File: src/rtl/pipeline_ctrl_pkg.sv
// Shared definitions for the pipeline hazard/forwarding controller:
// FSM state encodings, forwarding-mux select codes and a source-match helper.
`timescale 1ns/1ps
package pipeline_ctrl_pkg;

    typedef enum logic [1:0] {
        ST_RUN        = 2'd0,
        ST_LOAD_STALL = 2'd1,
        ST_MD_WAIT    = 2'd2
    } state_t;

    // Operand mux select codes; 2'b11 is never produced.
    localparam logic [1:0] FWD_REG   = 2'b00;
    localparam logic [1:0] FWD_EXMEM = 2'b01;
    localparam logic [1:0] FWD_MEMWB = 2'b10;

    // A source register depends on a writer when it is real, non-x0,
    // equal to the writer's rd, and the writer actually writes back.
    function automatic logic src_match(
        input logic       valid,
        input logic [4:0] rs,
        input logic [4:0] rd,
        input logic       regwrite
    );
        return valid && (rs != 5'd0) && (rs == rd) && regwrite;
    endfunction

endpackage

File: src/rtl/pipeline_hazard_ctrl_fwd_cmp.sv
// Per-source-operand comparator: picks the forwarding source for one rs
// (EX/MEM result beats MEM/WB result) and flags a load-use dependency.
`timescale 1ns/1ps
module hazard_fwd_cmp
    import pipeline_ctrl_pkg::*;
(
    input  logic       id_valid,
    input  logic [4:0] rs,
    input  logic [4:0] ex_rd,
    input  logic       ex_regwrite,
    input  logic       ex_memread,
    input  logic [4:0] mem_rd,
    input  logic       mem_regwrite,
    output logic [1:0] fwd_sel,
    output logic       load_use
);

    logic ex_hit;
    logic mem_hit;

    assign ex_hit  = src_match(id_valid, rs, ex_rd, ex_regwrite);
    assign mem_hit = src_match(id_valid, rs, mem_rd, mem_regwrite);

    // Youngest producer wins: EX match shadows any MEM match.
    always_comb begin
        fwd_sel = FWD_REG;
        if (ex_hit) begin
            fwd_sel = FWD_EXMEM;
        end else if (mem_hit) begin
            fwd_sel = FWD_MEMWB;
        end
    end

    // A load in EX cannot forward yet; the consumer must wait one cycle.
    assign load_use = ex_hit && ex_memread;

endmodule

File: src/rtl/pipeline_hazard_ctrl.sv
// Hazard controller for the 5-stage pipeline: registered EX operand
// forwarding selects, PC mux select, and stall/bubble/flush controls for
// taken branches, load-use hazards and multi-cycle mul/div operations.
`timescale 1ns/1ps
module pipeline_hazard_ctrl
    import pipeline_ctrl_pkg::*;
#(
    parameter int MD_TIMEOUT = 34,
    parameter int CNT_W      = 6
) (
    input  logic       clk,
    input  logic       reset,
    input  logic       id_valid,
    input  logic [4:0] id_rs1,
    input  logic [4:0] id_rs2,
    input  logic       id_md,
    input  logic [4:0] ex_rd,
    input  logic       ex_regwrite,
    input  logic       ex_memread,
    input  logic [4:0] mem_rd,
    input  logic       mem_regwrite,
    input  logic       branch_taken,
    input  logic       md_done,
    output logic [1:0] fwd_sel1,
    output logic [1:0] fwd_sel2,
    output logic       pc_sel,
    output logic       stall_pc,
    output logic       stall_ifid,
    output logic       stall_idex,
    output logic       bubble_idex,
    output logic       flush_ifid,
    output logic       md_busy,
    output logic       md_err
);

    localparam logic [CNT_W-1:0] CNT_LAST = CNT_W'(MD_TIMEOUT - 1);
    localparam logic [CNT_W-1:0] CNT_MAX  = '1;

    state_t           state_reg, state_next;
    logic [CNT_W-1:0] cnt_reg, cnt_next;
    logic             md_err_reg;
    logic             err_set;

    logic [4:0] rs_arr      [2];
    logic [1:0] sel_next    [2];
    logic [1:0] fwd_sel_reg [2];
    logic [1:0] load_use_vec;

    assign rs_arr[0] = id_rs1;
    assign rs_arr[1] = id_rs2;

    generate
        for (genvar gi = 0; gi < 2; gi++) begin : g_src
            hazard_fwd_cmp u_cmp (
                .id_valid     (id_valid),
                .rs           (rs_arr[gi]),
                .ex_rd        (ex_rd),
                .ex_regwrite  (ex_regwrite),
                .ex_memread   (ex_memread),
                .mem_rd       (mem_rd),
                .mem_regwrite (mem_regwrite),
                .fwd_sel      (sel_next[gi]),
                .load_use     (load_use_vec[gi])
            );

            // Select follows the instruction into EX: cleared with a bubble,
            // frozen while ID/EX is held, otherwise loaded from ID.
            always_ff @(posedge clk or posedge reset) begin
                if (reset) begin
                    fwd_sel_reg[gi] <= FWD_REG;
                end else if (bubble_idex || flush_ifid) begin
                    fwd_sel_reg[gi] <= FWD_REG;
                end else if (!stall_idex) begin
                    fwd_sel_reg[gi] <= sel_next[gi];
                end
            end
        end
    endgenerate

    assign fwd_sel1 = fwd_sel_reg[0];
    assign fwd_sel2 = fwd_sel_reg[1];
    assign md_err   = md_err_reg;

    // State, wait counter and sticky timeout flag.
    always_ff @(posedge clk or posedge reset) begin
        if (reset) begin
            state_reg  <= ST_RUN;
            cnt_reg    <= '0;
            md_err_reg <= 1'b0;
        end else begin
            state_reg <= state_next;
            cnt_reg   <= cnt_next;
            if (err_set) begin
                md_err_reg <= 1'b1;
            end
        end
    end

    // Next-state and control outputs; branch beats load-use beats mul/div.
    always_comb begin
        state_next  = state_reg;
        cnt_next    = cnt_reg;
        err_set     = 1'b0;
        pc_sel      = 1'b0;
        stall_pc    = 1'b0;
        stall_ifid  = 1'b0;
        stall_idex  = 1'b0;
        bubble_idex = 1'b0;
        flush_ifid  = 1'b0;
        md_busy     = 1'b0;
        case (state_reg)
            ST_RUN: begin
                if (branch_taken) begin
                    pc_sel      = 1'b1;
                    flush_ifid  = 1'b1;
                    bubble_idex = 1'b1;
                end else if (|load_use_vec) begin
                    stall_pc    = 1'b1;
                    stall_ifid  = 1'b1;
                    bubble_idex = 1'b1;
                    state_next  = ST_LOAD_STALL;
                end else if (id_md && id_valid) begin
                    state_next = ST_MD_WAIT;
                    cnt_next   = '0;
                end
            end
            ST_LOAD_STALL: begin
                // The load has moved to MEM; no re-detection this cycle.
                state_next = ST_RUN;
            end
            ST_MD_WAIT: begin
                if (md_done) begin
                    // Result ready: release the pipeline in this same cycle,
                    // so busy and the stalls both drop together.
                    state_next = ST_RUN;
                end else begin
                    stall_pc   = 1'b1;
                    stall_ifid = 1'b1;
                    stall_idex = 1'b1;
                    md_busy    = 1'b1;
                    if (cnt_reg != CNT_MAX) begin
                        cnt_next = cnt_reg + 1'b1;
                    end
                    if (cnt_reg == CNT_LAST) begin
                        err_set    = 1'b1;
                        state_next = ST_RUN;
                    end
                end
            end
            default: begin
                state_next = ST_RUN;
            end
        endcase
    end

endmodule

File: config.mk
export PLATFORM = sky130hd
export DESIGN_NAME = pipeline_hazard_ctrl
export DESIGN_NICKNAME = d
export VERILOG_FILES = /design/src/rtl/pipeline_ctrl_pkg.sv /design/src/rtl/pipeline_hazard_ctrl_fwd_cmp.sv /design/src/rtl/pipeline_hazard_ctrl.sv
export SDC_FILE = /design/constraint.sdc
export NUM_CORES = 1
export LEC_CHECK = 0
export ABC_AREA = 1
export BUFFER_PORTS_ARGS = -buffer_cell sky130_fd_sc_hd__buf_2
export CORE_MARGIN = 5
export CORE_UTILIZATION = 31
export CTS_CLUSTER_SIZE = 16
export DETAILED_ROUTE_END_ITERATION = 10
export PLACE_DENSITY = 0.55
export RECOVER_POWER = 100
export SLEW_MARGIN = 30
export SYNTH_ARGS = -nofsm -noshare
export SYNTH_HDL_FRONTEND = slang
export SYNTH_HIERARCHICAL = 1
export SYNTH_SLANG_ARGS = --single-unit
File: constraint.sdc
create_clock -name clk -period 2.6 [get_ports clk]
set_input_delay 0.26 -clock clk [delete_from_list [all_inputs] [get_ports clk]]
set_output_delay 0.26 -clock clk [all_outputs]
set_load 0.03 [all_outputs]
Word level (Yosys, flattened, before mapping)
Cells that the tools add are included.
{"block": "word_totals", "reg_bits": 13, "word_cells": 74}
{"block": "op_classes", "mux": 32, "eq_ne": 15, "n_addsub": 1, "n_reduce_logical": 21}
{"cell": "$mux W6", "count": 5}
{"cell": "$mux W2", "count": 13}
{"cell": "$eq A5 B5 Y1", "count": 4}
{"cell": "$logic_and A1 B1 Y1", "count": 13}
{"cell": "$pmux W6 S2", "count": 1}
{"cell": "$mux W1", "count": 11}
{"cell": "$ne A2 B2 Y1 const B", "count": 5}
{"cell": "$reduce_bool A5 Y1", "count": 2}
{"cell": "$add A6 B1 Y6 const B", "count": 1}
{"cell": "$eq A6 B6 Y1 const B", "count": 1}
{"cell": "$ne A3 B3 Y1 const B", "count": 2}
{"cell": "$ne A6 B6 Y1 const B", "count": 1}
{"cell": "$reduce_and A6 Y1", "count": 1}
{"cell": "$pmux W2 S2", "count": 1}
{"cell": "$reduce_and A3 Y1", "count": 1}
{"cell": "$eq A2 B2 Y1 const B", "count": 1}
{"cell": "$logic_not A2 Y1", "count": 1}
{"cell": "$ne A2 B1 Y1 const B", "count": 1}
{"cell": "$pmux W1 S2", "count": 1}
{"cell": "$reduce_bool A2 Y1", "count": 1}
{"cell": "$reduce_or A2 Y1", "count": 1}
{"cell": "$logic_or A1 B1 Y1", "count": 1}

Depth between registers and ports, before layout
{"block": "logic_depth", "word_depth": 11, "ltp_mapped": 13, "ltp_nobuf": 13}

Hierarchy
Netlist, hierarchy kept.
{"mod": "pipeline_hazard_ctrl", "seq_area_each_um2": 325.3, "cells_each": 102, "area_each_um2": 805.8, "instances": 1}
{"mod": "hazard_fwd_cmp", "seq_area_each_um2": 0.0, "cells_each": 57, "area_each_um2": 266.5, "instances": 2}

Worst setup path after synthesis
Ideal clock, no wire load.
{"block": "synth_timing", "path_kind": "input -> output", "startpoint": "input port id_rs2[0]", "endpoint": "output port stall_pc", "cell_stages": 9, "arrival_ps": 1606, "required_ps": 2340, "slack_ps": 734, "path_cell_list": "inv_2 -> nand2_1 -> nand2_1 -> nor2_4 -> nand3_2 -> nor3_2 -> o21ai_0 -> o21ai_1 -> buf_4"}
{"block": "synth_via", "elab_chain_cells": 9, "word_cells_on_any_way": 10}
{"element": "start, declared", "line_no": "pipeline_hazard_ctrl.sv:15", "source": "input logic [4:0] id_rs2,"}
{"element": "$reduce_bool A5 Y1", "line_no": "pipeline_ctrl_pkg.sv:25", "source": "return valid && (rs != 5'd0) && (rs == rd) && regwrite;"}
{"element": "$logic_and A1 B1 Y1", "line_no": "pipeline_ctrl_pkg.sv:25"}
{"element": "$logic_and A1 B1 Y1 (*) (2 in a row)", "line_no": "pipeline_ctrl_pkg.sv:25"}
{"element": "$logic_and A1 B1 Y1 (*)", "line_no": "pipeline_hazard_ctrl_fwd_cmp.sv:35", "source": "assign load_use = ex_hit && ex_memread;"}
{"element": "net load_use_vec[1]", "line_no": "pipeline_hazard_ctrl.sv:47", "source": "logic [1:0] load_use_vec;"}
{"element": "$reduce_or A2 Y1 (*)", "line_no": "pipeline_hazard_ctrl.sv:117", "source": "end else if (|load_use_vec) begin"}
{"element": "$mux W1 (*) (2 in a row)"}
{"element": "$pmux W1 S2 (*)"}
{"element": "end, declared", "line_no": "pipeline_hazard_ctrl.sv:27", "source": "output logic stall_pc,"}
Mark *: on every way through the listed nets, which the timed path passes. The rest lies on a longest branch.

Final worst setup path
{"block": "layout_timing", "startpoint": "input port ex_rd[4]", "endpoint": "output port stall_pc"}
{"block": "layout_via", "elab_chain_cells": 8, "word_cells_on_any_way": 12}
{"element": "start, declared", "line_no": "pipeline_hazard_ctrl.sv:17", "source": "input logic [4:0] ex_rd,"}
{"element": "$eq A5 B5 Y1", "line_no": "pipeline_ctrl_pkg.sv:25"}
{"element": "$logic_and A1 B1 Y1 (2 in a row)", "line_no": "pipeline_ctrl_pkg.sv:25"}
{"element": "$logic_and A1 B1 Y1", "line_no": "pipeline_hazard_ctrl_fwd_cmp.sv:35"}
{"element": "net load_use_vec[1]", "line_no": "pipeline_hazard_ctrl.sv:47"}
{"element": "$reduce_or A2 Y1", "line_no": "pipeline_hazard_ctrl.sv:117"}
{"element": "$mux W1", "line_no": "pipeline_hazard_ctrl.sv:117"}
{"element": "$mux W1", "line_no": "pipeline_hazard_ctrl.sv:113", "source": "if (branch_taken) begin"}
{"element": "$pmux W1 S2", "line_no": "pipeline_hazard_ctrl.sv:111", "source": "case (state_reg)"}
The timed path passes the listed nets, and every way through them passes these cells.

==> qor.yml <==
route:
  drtIter0Drc: 47
  totalWireLength_mm: 3.20
  detail-route-antenna-nets: 0
  routedWlPerCell_um: 10.5
  vias: 1298
  firstDrtPassIters: 4
  drc: 0
  vias_per_cell: 4.26
power_and_ir_drop:
  vdd_drop_max_mv: 0.146
  total_power_uw: 583
  leakage_nw: 0.914
  p_per_area_nw_per_um2: 375
placed_design:
  place_area_um2: 1560
  portBuffers: 40
  dp_slack_ns: 0.873
  hpwl_mm: 2.65
  place_inst: 301
  globalplace.congestion: 0.788
setup_path:
  required_ns: 2.34
  timing.rr.start: "cnt_reg[0]$_DFFE_PP0P_"
  cp.arrival_ns: 1.71
  critPathMaxFanout: 4
  crit_path_end_kind: "primary output"
  crit_type: "input port to primary output"
  rrSetupSlack_ns: 0.92
  startpoint_type: "input port"
  rr_worst_depth: 7
  reg2reg_to: "cnt_reg[1]$_DFFE_PP0P_"
  crit_path_start: "ex_rd[4]"
timing:
  slew_headroom: 0.659
  whs_ns: 0.0346
  rsz0062_at_grt: "false"
  setup_ws_ns: 0.632
  hold_violations: 0
  finClkSkew_ns: 0.000333
  setup_tns_ns: 0
  min_period_ns: 1.97
  slew_violations: 0
  min_period_over_period: 0.757
  setup_viol: 0
  tightest_slew_ns: 0.511
  clock.fmax_ghz: 0.508
logic_synthesis:
  yosys.area_share.simple: 0.521
  seq_area_frac_synth: 0.243
  yosys.cell_count.top_type: "nand2_1"
  ys_types: 26
  synth_compound_area_frac: 0.0355
  synth_top_area_cell: "dfrtp_1"
  synth_fa_ha_area_frac: 0.0187
  ys_seq_elements: 13
  synth_common_cells: "nand2_1 (78), inv_1 (30), nor2_1 (22), dfrtp_1 (13), inv_2 (11)"
  synthCells: 216
  synthArstFlopShare: 1.00
  synth_edf_count: 0
  muxShareOfSynthArea: 0
  synth_fp_nets: 247
  syn_avg_cell_area_um2: 6.20
  synth-xor-area-share: 0.0393
  synthesis.area_um2: 1340
  synth_top_area_frac: 0.243
  synth.area.top_cells: "dfrtp_1 (24%), nand2_1 (22%), inv_1 (8.4%)"
  yosysWarnings: 6
  synth_top_family_by_area: "simple AND/OR/NAND/NOR gates"
  ys.flop_type: "dfrtp_1"
clock_tree:
  clk_pin_slew_ns: 0.06
  tritoncts: "built"
  cts_num_sinks: 13
  post_cts_resized: 0
  cts_hold_buffers: 0
  post_cts_buffers: 0
  root_buffer: "clkbuf_8"
  cts_made_buffers: 3
  clock_latency_ns: 0.24
  cts_buffer_depth: 2
  cts_max_level: 1
job:
  max_cap_viol_count: 0
global_routing:
  grt_pass1_vias: 1206
  grt_pass1_wl_mm: 5.22
  grt_usage: 0.115
  grt.overflow.total: 0
  antenna_found_initial: 0
  grt_max_degree: 14
final_layout:
  layout.nets: 287
  fillCellCount: 468
  stdcell_area_um2: 1550
  final_cells: 305
  drive_above_1_share: 0.259
  diodes: 0
  area_delta_synth_final_pct: 15.9
  largest_register_ffs: 6
  post-route-util: 0.380
die:
  io_pins: 41
  die_x_um: 75.7
  die_h_um: 75.7
  die-area_um2: 5730
  start_util: 0.328
  rows: 23
  coreArea_um2: 4090
worst_hold_path:
  hold_class: "input port to asynchronous set/reset pin"
run_status:
  status: "finished clean"
## cells in the final DEF (no fill, tap or decap), drive strengths merged, types with 2 or more instances in the layout
master / synthesis / final
nand2: 89 / 89
inv: 41 / 41
nor2: 34 / 34
buf: 5 / 28
clkbuf: 0 / 16
dfrtp: 13 / 13
nand3: 12 / 12
xnor2: 4 / 4
o21ai: 4 / 4
nand4: 3 / 3
xor2: 2 / 2
ha: 2 / 2
nor3: 2 / 2
## worst max-delay path: stages
cell and delay (ns):
clkbuf_1 0.16, inv_1 0.06, nand2_1 0.05, nand2_1 0.04, nor2_1 0.12, nand3_2 0.11, nor3_1 0.23, o21ai_0 0.18
o21ai_1 0.18, clkbuf_1 0.33
## how the worst max path moves through the flow
stage | endpoint | slack, ns | depth (start not counted)
2_1_floorplan | stall_pc | 0.73 | 9
3_3_place_gp | stall_pc | 0.90 | 10
3_5_place_dp | stall_ifid | 0.87 | 10
4_1_cts | stall_pc | 0.83 | 4
5_1_grt | stall_ifid | 0.34 | 10
6_report | stall_pc | 0.63 | 10
## layer usage
layer  share of wire  track usage
met1            0.49        0.156
met2            0.45        0.193
met3           0.057       0.0251
met4          0.0031       0.0175
met5               0            0
## cells by family after synthesis
logic type | Yosys count
fa+ha+maj | 2
xor+xnor | 6
simple gates | 142
buf+inv | 46
compound gates | 7
flops | 13
## cell type report
cell class / count / area, um2 / area share
clock buffers: 4 / 45.0 / 0.0290
inverters: 41 / 154 / 0.0992
multi-input cells: 157 / 779 / 0.502
flip-flops and latches: 13 / 325 / 0.210
well taps: 50 / 62.6 / 0.0403
repair buffers: 40 / 185 / 0.119
## power by group
part	internal, mW	switching, mW	total [mW]
clock network	0.108	0.0760	0.184
logic	0.0600	0.116	0.176
registers	0.210	0.0121	0.222
Power figures use the tool's default switching activity.
